**config.mk**
```make
export PLATFORM = sky130hd
export DESIGN_NAME = debug_send_unit_flat
export DESIGN_NICKNAME = d
export VERILOG_FILES = /design/src/rtl/debug_send_unit_if.sv /design/src/rtl/debug_send_unit.sv /design/src/flat_wrapper.sv
export SDC_FILE = /design/constraint.sdc
export NUM_CORES = 1
export LEC_CHECK = 0
export ABC_AREA = 1
export CORE_MARGIN = 2
export CORE_UTILIZATION = 40
export CTS_CLUSTER_SIZE = 20
export DETAILED_ROUTE_END_ITERATION = 6
export DONT_BUFFER_PORTS = 1
export RECOVER_POWER = 50
export SLEW_MARGIN = 0
export SYNTH_ARGS = -nofsm -noshare
export SYNTH_HDL_FRONTEND = slang
export SYNTH_SLANG_ARGS = --single-unit
```
**constraint.sdc**
```tcl
create_clock -name clk -period 2.8 [get_ports clk]
set_input_delay 0.84 -clock clk [delete_from_list [all_inputs] [get_ports clk]]
set_output_delay 0.84 -clock clk [all_outputs]
set_load 0.02 [all_outputs]
```
**src/rtl/debug_send_unit_if.sv**
```systemverilog
// Debug frame serializer bus: controller request, RF/DM read ports, UART tx.
// master = serializer side, slave = controller/memory/UART side.
interface debug_send_unit_if #(
  parameter int NBITS           = 32,
  parameter int REG_ADDR_LENGTH = 5,
  parameter int DM_ADDR_LENGTH  = 5
);
  logic                       send_flag;
  logic [NBITS-1:0]           pc;
  logic [NBITS-1:0]           rf_data;
  logic [NBITS-1:0]           dm_data;
  logic                       tx_done;
  logic [REG_ADDR_LENGTH-1:0] rf_addr;
  logic [DM_ADDR_LENGTH-1:0]  dm_addr;
  logic                       tx_start;
  logic [7:0]                 tx_data;
  logic                       send_done;

  modport master (
    input  send_flag, pc, rf_data, dm_data, tx_done,
    output rf_addr, dm_addr, tx_start, tx_data, send_done
  );

  modport slave (
    output send_flag, pc, rf_data, dm_data, tx_done,
    input  rf_addr, dm_addr, tx_start, tx_data, send_done
  );
endinterface

```
**src/rtl/debug_send_unit.sv**
```systemverilog
// Serializes PC, register file and a data-memory window to the UART,
// 4 bytes per word MSB first, then pulses send_done once.
module debug_send_unit #(
  parameter int NBITS           = 32,
  parameter int REG_ADDR_LENGTH = 5,
  parameter int NREGS           = 32,
  parameter int DM_ADDR_LENGTH  = 5,
  parameter int DM_WORDS        = 32
) (
  input  logic clk,
  input  logic reset,
  debug_send_unit_if.master bus
);

  localparam int NWORDS = 1 + NREGS + DM_WORDS;
  localparam int WW0    = $clog2(NWORDS + 1);
  localparam int AW     = (REG_ADDR_LENGTH > DM_ADDR_LENGTH) ?
                          REG_ADDR_LENGTH : DM_ADDR_LENGTH;
  localparam int WW     = (WW0 > AW) ? WW0 : AW;

  typedef enum logic [2:0] {
    S_IDLE,
    S_ADDR,
    S_LOAD,
    S_START,
    S_WAIT,
    S_DONE,
    S_HOLD
  } state_e;

  state_e state_q, state_d;

  logic [WW-1:0]              w_q, w_d;
  logic [1:0]                 byte_cnt_q, byte_cnt_d;
  logic [NBITS-1:0]           shift_q, shift_d;
  logic [REG_ADDR_LENGTH-1:0] rf_addr_q, rf_addr_d;
  logic [DM_ADDR_LENGTH-1:0]  dm_addr_q, dm_addr_d;

  logic last_byte;
  logic last_word;

  assign last_byte = (byte_cnt_q == 2'd3);
  assign last_word = (w_q == WW'(NWORDS - 1));

  always_ff @(posedge clk or negedge reset) begin
    if (!reset) begin
      state_q <= S_IDLE;
    end else begin
      state_q <= state_d;
    end
  end

  always_comb begin
    state_d = state_q;
    unique case (state_q)
      S_IDLE:  if (bus.send_flag) state_d = S_ADDR;
      S_ADDR:  state_d = S_LOAD;
      S_LOAD:  state_d = S_START;
      S_START: state_d = S_WAIT;
      S_WAIT: begin
        if (bus.tx_done) begin
          if (!last_byte)     state_d = S_START;
          else if (last_word) state_d = S_DONE;
          else                state_d = S_ADDR;
        end
      end
      S_DONE:  state_d = S_HOLD;
      S_HOLD:  if (!bus.send_flag) state_d = S_IDLE;
      default: state_d = S_IDLE;
    endcase
  end

  // Address is registered on entry to ADDR so the synchronous
  // RF/DM read returns data during LOAD.
  always_comb begin
    w_d        = w_q;
    byte_cnt_d = byte_cnt_q;
    shift_d    = shift_q;
    rf_addr_d  = rf_addr_q;
    dm_addr_d  = dm_addr_q;
    unique case (state_q)
      S_IDLE: begin
        if (bus.send_flag) begin
          w_d        = '0;
          byte_cnt_d = '0;
        end
      end
      S_LOAD: begin
        if (w_q == '0)
          shift_d = bus.pc;
        else if (w_q <= WW'(NREGS))
          shift_d = bus.rf_data;
        else
          shift_d = bus.dm_data;
      end
      S_WAIT: begin
        if (bus.tx_done) begin
          if (!last_byte) begin
            shift_d    = shift_q << 8;
            byte_cnt_d = byte_cnt_q + 2'd1;
          end else if (!last_word) begin
            w_d        = w_q + WW'(1);
            byte_cnt_d = '0;
          end
        end
      end
      default: ;
    endcase
    if (state_d == S_ADDR && state_q != S_ADDR) begin
      if (w_d != '0 && w_d <= WW'(NREGS))
        rf_addr_d = REG_ADDR_LENGTH'(w_d - WW'(1));
      else if (w_d > WW'(NREGS))
        dm_addr_d = DM_ADDR_LENGTH'(w_d - WW'(NREGS + 1));
    end
  end

  always_ff @(posedge clk or negedge reset) begin
    if (!reset) begin
      w_q        <= '0;
      byte_cnt_q <= '0;
      shift_q    <= '0;
      rf_addr_q  <= '0;
      dm_addr_q  <= '0;
    end else begin
      w_q        <= w_d;
      byte_cnt_q <= byte_cnt_d;
      shift_q    <= shift_d;
      rf_addr_q  <= rf_addr_d;
      dm_addr_q  <= dm_addr_d;
    end
  end

  always_comb begin
    bus.tx_start  = 1'b0;
    bus.send_done = 1'b0;
    unique case (1'b1)
      (state_q == S_START): bus.tx_start  = 1'b1;
      (state_q == S_DONE):  bus.send_done = 1'b1;
      default: ;
    endcase
  end

  assign bus.tx_data = shift_q[NBITS-1 -: 8];
  assign bus.rf_addr = rf_addr_q;
  assign bus.dm_addr = dm_addr_q;

endmodule

```
**src/flat_wrapper.sv**
```systemverilog
// flat-port wrapper written by rule: the top's interface ports become plain ports
module debug_send_unit_flat 
#(
  parameter int NBITS           = 32,
  parameter int REG_ADDR_LENGTH = 5,
  parameter int NREGS           = 32,
  parameter int DM_ADDR_LENGTH  = 5,
  parameter int DM_WORDS        = 32
)
  (clk, reset, bus_send_flag, bus_pc, bus_rf_data, bus_dm_data, bus_tx_done, bus_rf_addr, bus_dm_addr, bus_tx_start, bus_tx_data, bus_send_done);
  debug_send_unit_if #(.NBITS(NBITS), .REG_ADDR_LENGTH(REG_ADDR_LENGTH), .DM_ADDR_LENGTH(DM_ADDR_LENGTH)) bus_i ();
  input  logic clk;
  input  logic reset;
  input wire logic [$bits(bus_i.send_flag)-1:0] bus_send_flag;
  input wire logic [$bits(bus_i.pc)-1:0] bus_pc;
  input wire logic [$bits(bus_i.rf_data)-1:0] bus_rf_data;
  input wire logic [$bits(bus_i.dm_data)-1:0] bus_dm_data;
  input wire logic [$bits(bus_i.tx_done)-1:0] bus_tx_done;
  output wire logic [$bits(bus_i.rf_addr)-1:0] bus_rf_addr;
  output wire logic [$bits(bus_i.dm_addr)-1:0] bus_dm_addr;
  output wire logic [$bits(bus_i.tx_start)-1:0] bus_tx_start;
  output wire logic [$bits(bus_i.tx_data)-1:0] bus_tx_data;
  output wire logic [$bits(bus_i.send_done)-1:0] bus_send_done;
  assign bus_i.send_flag = bus_send_flag;
  assign bus_i.pc = bus_pc;
  assign bus_i.rf_data = bus_rf_data;
  assign bus_i.dm_data = bus_dm_data;
  assign bus_i.tx_done = bus_tx_done;
  assign bus_rf_addr = bus_i.rf_addr;
  assign bus_dm_addr = bus_i.dm_addr;
  assign bus_tx_start = bus_i.tx_start;
  assign bus_tx_data = bus_i.tx_data;
  assign bus_send_done = bus_i.send_done;
  debug_send_unit #(.NBITS(NBITS), .REG_ADDR_LENGTH(REG_ADDR_LENGTH), .NREGS(NREGS), .DM_ADDR_LENGTH(DM_ADDR_LENGTH), .DM_WORDS(DM_WORDS)) u_core (.clk(clk), .reset(reset), .bus(bus_i));
endmodule
```
# Yosys cells after proc, flatten, opt, wreduce, memory -nomap -nowiden
# Cells that the tools add are included.
totals:
  wordCells: 62
  register_bits: 54
  out_inout_bits: 20
  in_bits: 100
op_classes:
  add_sub_neg: 4
  n_lt_le_gt_ge: 3
  eq_ne: 14
  n_reduce_logical: 11
  muxes: 23
  n_bitwise: 1
op_table:
  columns: ["op", "count"]
  rows:
  - ["$mux W32", 4]
  - ["$pmux W32 S2", 1]
  - ["$mux W7", 4]
  - ["$pmux W3 S7", 1]
  - ["$mux W3", 5]
  - ["$le A7 B6 Y1 const B", 2]
  - ["$pmux W7 S2", 1]
  - ["$sub A5 B1 Y5 const B", 2]
  - ["$eq A3 B3 Y1 const B", 3]
  - ["$mux W2", 4]
  - ["$add A7 B1 Y7 const B", 1]
  - ["$eq A7 B7 Y1 const B", 1]
  - ["$gt A7 B6 Y1 const B", 1]
  - ["$logic_not A7 Y1", 1]
  - ["$reduce_bool A7 Y1", 1]
  - ["$eq A3 B1 Y1 const B", 2]
  - ["$eq A3 B2 Y1 const B", 2]
  - ["$ne A2 B2 Y1 const B", 3]
  - ["$reduce_and A3 Y1", 2]
  - ["$pmux W2 S2", 1]
  - ["$reduce_and A4 Y1", 1]
  - ["$reduce_bool A2 Y1", 2]
  - ["$logic_not A3 Y1", 1]
  - ["$ne A3 B1 Y1 const B", 1]
  - ["7 further kinds", 9]

# Depth between registers and ports, before layout
depth:
  ltp_word: 9
  depth_mapped: 17
  mapped_depth_nobuf: 17

# Worst setup path before layout
# Ideal clock, no wire load.
synth_timing:
  path_type: "input -> register"
  startpoint: "in bus_tx_done"
  endpoint: "reg u_core.rf_addr_q[4], in the netlist u_core.bus.rf_addr[4]"
  required_ps: 2683
  arrival_time_ps: 2271
  setup_ps: 117
  stages: 15
  setup_slack_ps: 412
  path_cell_list: "buf_4 > nand2_1 > inv_1 > nand2_1 > nand2_1 > nand3_1 > nand2_1 > ha_1 > nand3_1 > nor2_2 > nand2_2 > nand2_4 > nand3_4 > nand2_1 > nand2_1"
synth_between:
  elab_chain_len: 5
  elab_cells_between_ends: 11
  classes_between: "add/sub (1); order compare (1); eq/ne (1); mux (4); reduce/logical (4)"
synth_lines:
  columns: ["element", "line_no", "text"]
  rows:
  - ["from (decl)", "flat_wrapper.sv:18", "input wire logic [$bits(bus_i.tx_done)-1:0] bus_tx_done;"]
  - ["$mux W7 or $mux W3 (tied branches)", "debug_send_unit.sv:97, debug_send_unit.sv:61", null]
  - ["$pmux W7 S2 or $pmux W3 S7 (tied branches)", "debug_send_unit.sv:81, debug_send_unit.sv:55", null]
  - ["$le A7 B6 Y1, or another cell as far along", "debug_send_unit.sv:110", "if (w_d != '0 && w_d <= WW'(NREGS))"]
  - ["$logic_and A1 B1 Y1 (on tied branches)", "debug_send_unit.sv:110, debug_send_unit.sv:109", null]
  - ["$reduce_and A2 Y1 (no source line)", null, null]
  - ["to (signal assigned)", "debug_send_unit.sv:128", "rf_addr_q <= rf_addr_d;"]
  - ["to (decl)", "debug_send_unit.sv:36", "logic [REG_ADDR_LENGTH-1:0] rf_addr_q, rf_addr_d;"]
# Parallel ways exist; a longest one is shown, timed or not.
# A chain may end at the register's enable or synchronous reset.

# Final worst setup path
layout_timing:
  startpoint: "reg u_core.w_q[0]"
  endpoint: "reg u_core.shift_q[19]"
layout_between:
  elab_chain_len: 4
  elab_cells_between_ends: 5
  classes_between: "order compare (1); mux (3); reduce/logical (1)"
layout_lines:
  columns: ["element", "line_no", "text"]
  rows:
  - ["from (decl)", "debug_send_unit.sv:33", "logic [WW-1:0] w_q, w_d;"]
  - ["from (signal assigned)", "debug_send_unit.sv:125", "w_q <= w_d;"]
  - ["$le A7 B6 Y1", "debug_send_unit.sv:91", "else if (w_q <= WW'(NREGS))"]
  - ["$mux W32", "debug_send_unit.sv:91", null]
  - ["$mux W32 (*)", "debug_send_unit.sv:89", "if (w_q == '0)"]
  - ["$pmux W32 S2 (*)", "debug_send_unit.sv:81", "unique case (state_q)"]
  - ["to (signal assigned)", "debug_send_unit.sv:127", "shift_q <= shift_d;"]
  - ["to (decl)", "debug_send_unit.sv:35", "logic [NBITS-1:0] shift_q, shift_d;"]
# Mark *: on every way between the ends. The rest lies on a longest branch, timed or not.

==> impl_metrics.toml <==
[grt]
grt_pass1_vias = 3202
grt_max_degree = 55
overflow = 0
grt_usage_pct = 20.1
grt_antenna_before_repair = 0
grt_pass1_wl_mm = 15.5

[synth]
synth-seq-area-share_pct = 38.9
syn_inst = 469
syn_area_per_cell_sq_um = 7.40
ys_seq_elements = 54
netlist-cell-type-count = 34
synth_enable_flop_cells = 0
yosysWarningCount = 0
synth_area_sq_um = 3470
synthesis.nets = 573
synthArstFlopShare_pct = 100
ys.flop_type = "dfrtp_1"

[clock_tree]
numCtsBuffers = 5
max-clock-path-buffers = 2
h-tree-depth = 2
post_cts_buffers = 0
root_buffer = "clkbuf_8"
clk_pin_slew_worst_paths_ns = 0.10
clk_latency_ns = 0.31
cts_resized = 0
cts_tree = "built"
cts_sinks = 54
hold_buffers = 0

[sta]
rsz0062_at_grt = "false"
post-route-min-period_ns = 2.44
final-setup-viol-count = 0
final_max_slew_viol_count = 0
fin_crit_sh_pct = 87.3
relSlewSlack_pct = 62.0
fin_tns_setup_ns = 0
worstMarginPinSlew_ns = 0.568
fmax_mhz = 409
hold_violations = 0
final.setup_skew_ns = 0.00808

[setup_path]
end_kind = "register"
cp_max_fo = 36
arrival_ns = 2.63
criticalPathCategory = "reg2reg"
start_kind = "register"
required_ns = 2.99

[job]
drv_cap = 0

[routing]
routed_wl_mm = 9.16
drc = 0
post_drt_wl_per_cell_microns = 16.4
drt_iter0_drc = 108
antenna_left = 0
via_per_inst = 5.67
dr_total_vias = 3165
drt_first_pass_iters = 5

[layout]
synthToLayoutAreaGrowth_pct = 2.92
n_antenna_cell = 0
drive_gt1_share_pct = 8.17
final_area_sq_um = 3570
fin_nets = 556
n_fill_cell = 876

[placement]
dpl_cell_area_sq_um = 3480
dpl.hpwl_mm = 6.79
gp_congestion = 0.918
port_buffers = 0

[floorplanning]
rows = 33
die_w_microns = 97.1
core_sq_um = 8300
io_pins = 120
die_h_microns = 97.1
initial_core_util_pct = 41.8
die_area_sq_um = 9440

[power_and_ir_drop]
cellPowerDensity_nw_per_um2 = 1120
switchingPower_mw = 1.96
power_leakage_nw = 1.60
comb_power_share_pct = 49.1
power.internal_mw = 2.05
p_sw_share_pct = 48.8
pwr-share-seq_pct = 37.7
finalPower_mw = 4.01
clockPowerShare_pct = 13.2
vdd_drop_max_mv = 0.534

[run_status]
status = "complete, no violations"

[worst_hold_path]
hp-class = "in2async"
-- metal layers --
| layer | global-route usage (%) | vias up | share of wire [%] |
|---|---|---|---|
| met5 | 0 | - | 0 |
| met4 | 4.88 | 0 | 1.3 |
| met3 | 4.10 | 11 | 5.8 |
| met2 | 35.3 | 95 | 51 |
| met1 | 25.4 | 1497 | 42 |
| li1 | - | 1562 | - |
-- stage by stage --
stage / setup slack (ns) / hold slack, ns / utilization (%) / cells
floorplan: 0.412 / 0.449 / - / 469
global placement: 0.420 / 0.471 / 41.9 / 550
detailed placement: 0.333 / 0.472 / 41.9 / 550
CTS: 0.330 / 0.201 / 43.3 / 558
global route: 0.117 / 0.184 / 43.0 / 558
finish: 0.356 / 0.207 / 43.0 / 558
-- final timing paths --
check,slack [ns],endpoint,startpoint,depth (start not counted)
setup / recovery,0.36,u_core.shift_q[19]$_DFFE_PN0P_,u_core.w_q[0]$_DFF_PN0_,10
hold / removal,0.21,u_core.shift_q[29]$_DFFE_PN0P_,reset,0
setup reg to reg,0.36,u_core.shift_q[19]$_DFFE_PN0P_,u_core.w_q[0]$_DFF_PN0_,10
hold reg to reg,0.50,u_core.shift_q[6]$_DFFE_PN0P_,u_core.shift_q[6]$_DFFE_PN0P_,2
max in group asynchronous,2.49,u_core.shift_q[6]$_DFFE_PN0P_,reset,0
min in group clk,0.50,u_core.shift_q[6]$_DFFE_PN0P_,u_core.shift_q[6]$_DFFE_PN0P_,2
-- sequential cells by signal, summed over array words and instances, names as in the netlist --
signal / count
u_core.bus.dm_addr: 5
u_core.bus.rf_addr: 5
u_core.byte_cnt_q: 2
u_core.shift_q: 32
u_core.state_q: 3
u_core.w_q: 7
-- power groups by stage --
stage / sequential [mW] / clock (mW) / combinational [mW]
floorplan: 1.37 / 0 / 1.78
global placement: 1.53 / 0 / 1.96
detailed placement: 1.53 / 0 / 2.00
CTS: 1.51 / 0.548 / 2.02
global route: 1.55 / 0.585 / 2.25
finish: 1.51 / 0.531 / 1.97
-- area by class of cell --
| cell class | instances | area [sq um] | share of cell area [%] |
|---|---|---|---|
| sequential | 54 | 1350 | 37.8 |
| clock buffer | 6 | 72.6 | 2.03 |
| multi-input combinational | 353 | 1790 | 50.2 |
| timing repair buffer | 12 | 86.3 | 2.42 |
| tap | 105 | 131 | 3.68 |
| inverter | 26 | 98.8 | 2.77 |
| clock inverter | 2 | 37.5 | 1.05 |
-- cell usage after synthesis, types with 2 or more instances --
cell type	count	share of area (%)
nand3_1	80	12
nand3_2	2	0.58
buf_2	12	1.7
buf_6	3	0.97
dfrtp_1	54	39
nor2_2	3	0.54
clkbuf_1	10	1.1
nand2_2	2	0.36
nor2_1	37	4.0
o21ai_1	3	0.43
inv_1	20	2.2
o211ai_1	32	6.9
xor2_1	2	0.50
buf_4	10	2.2
o21ai_0	6	0.87
nand3_4	2	1.0
nor2_4	2	0.65
nand2_1	112	12
ha_1	4	1.4
nand4_1	6	1.1
a21oi_1	49	7.1
inv_2	5	0.54
o21ai_2	2	0.50
-- kinds of logic (layout without fill, tap and decap cells) --
kind of cell    Yosys count  after routing  share of synthesized area (%)
flops                    54             54                           38.9
xor+xnor                  3              3                          0.757
simple gates            251            251                           33.2
buf+inv                  62             46                           8.91
compound gates           95             95                           16.7
fa+ha+maj                 4              4                           1.44
-- critical path, stage by stage (launching register included) --
cell and delay [ns]:
dfrtp_1 0.44, inv_1 0.12, ha_1 0.15, nand2_1 0.06, nor2_2 0.14, nand3_1 0.44, nor2_1 0.29, inv_2 0.05
buf_4 0.24, o211ai_1 0.28, a21oi_1 0.10
-- layout by cell type (no fill, tap or decap), types with 4 or more instances in the layout --
cell	synthesis	routed
nand3_1	80	81
nand2_1	112	113
nand4_1	6	6
o21ai_0	6	7
ha_1	4	4
buf_4	10	11
inv_2	5	5
inv_1	20	20
a21oi_1	49	49
o211ai_1	32	32
nor2_1	37	37
dfrtp_1	54	54
clkbuf_8	0	5
(Power assumes the default switching activity.)
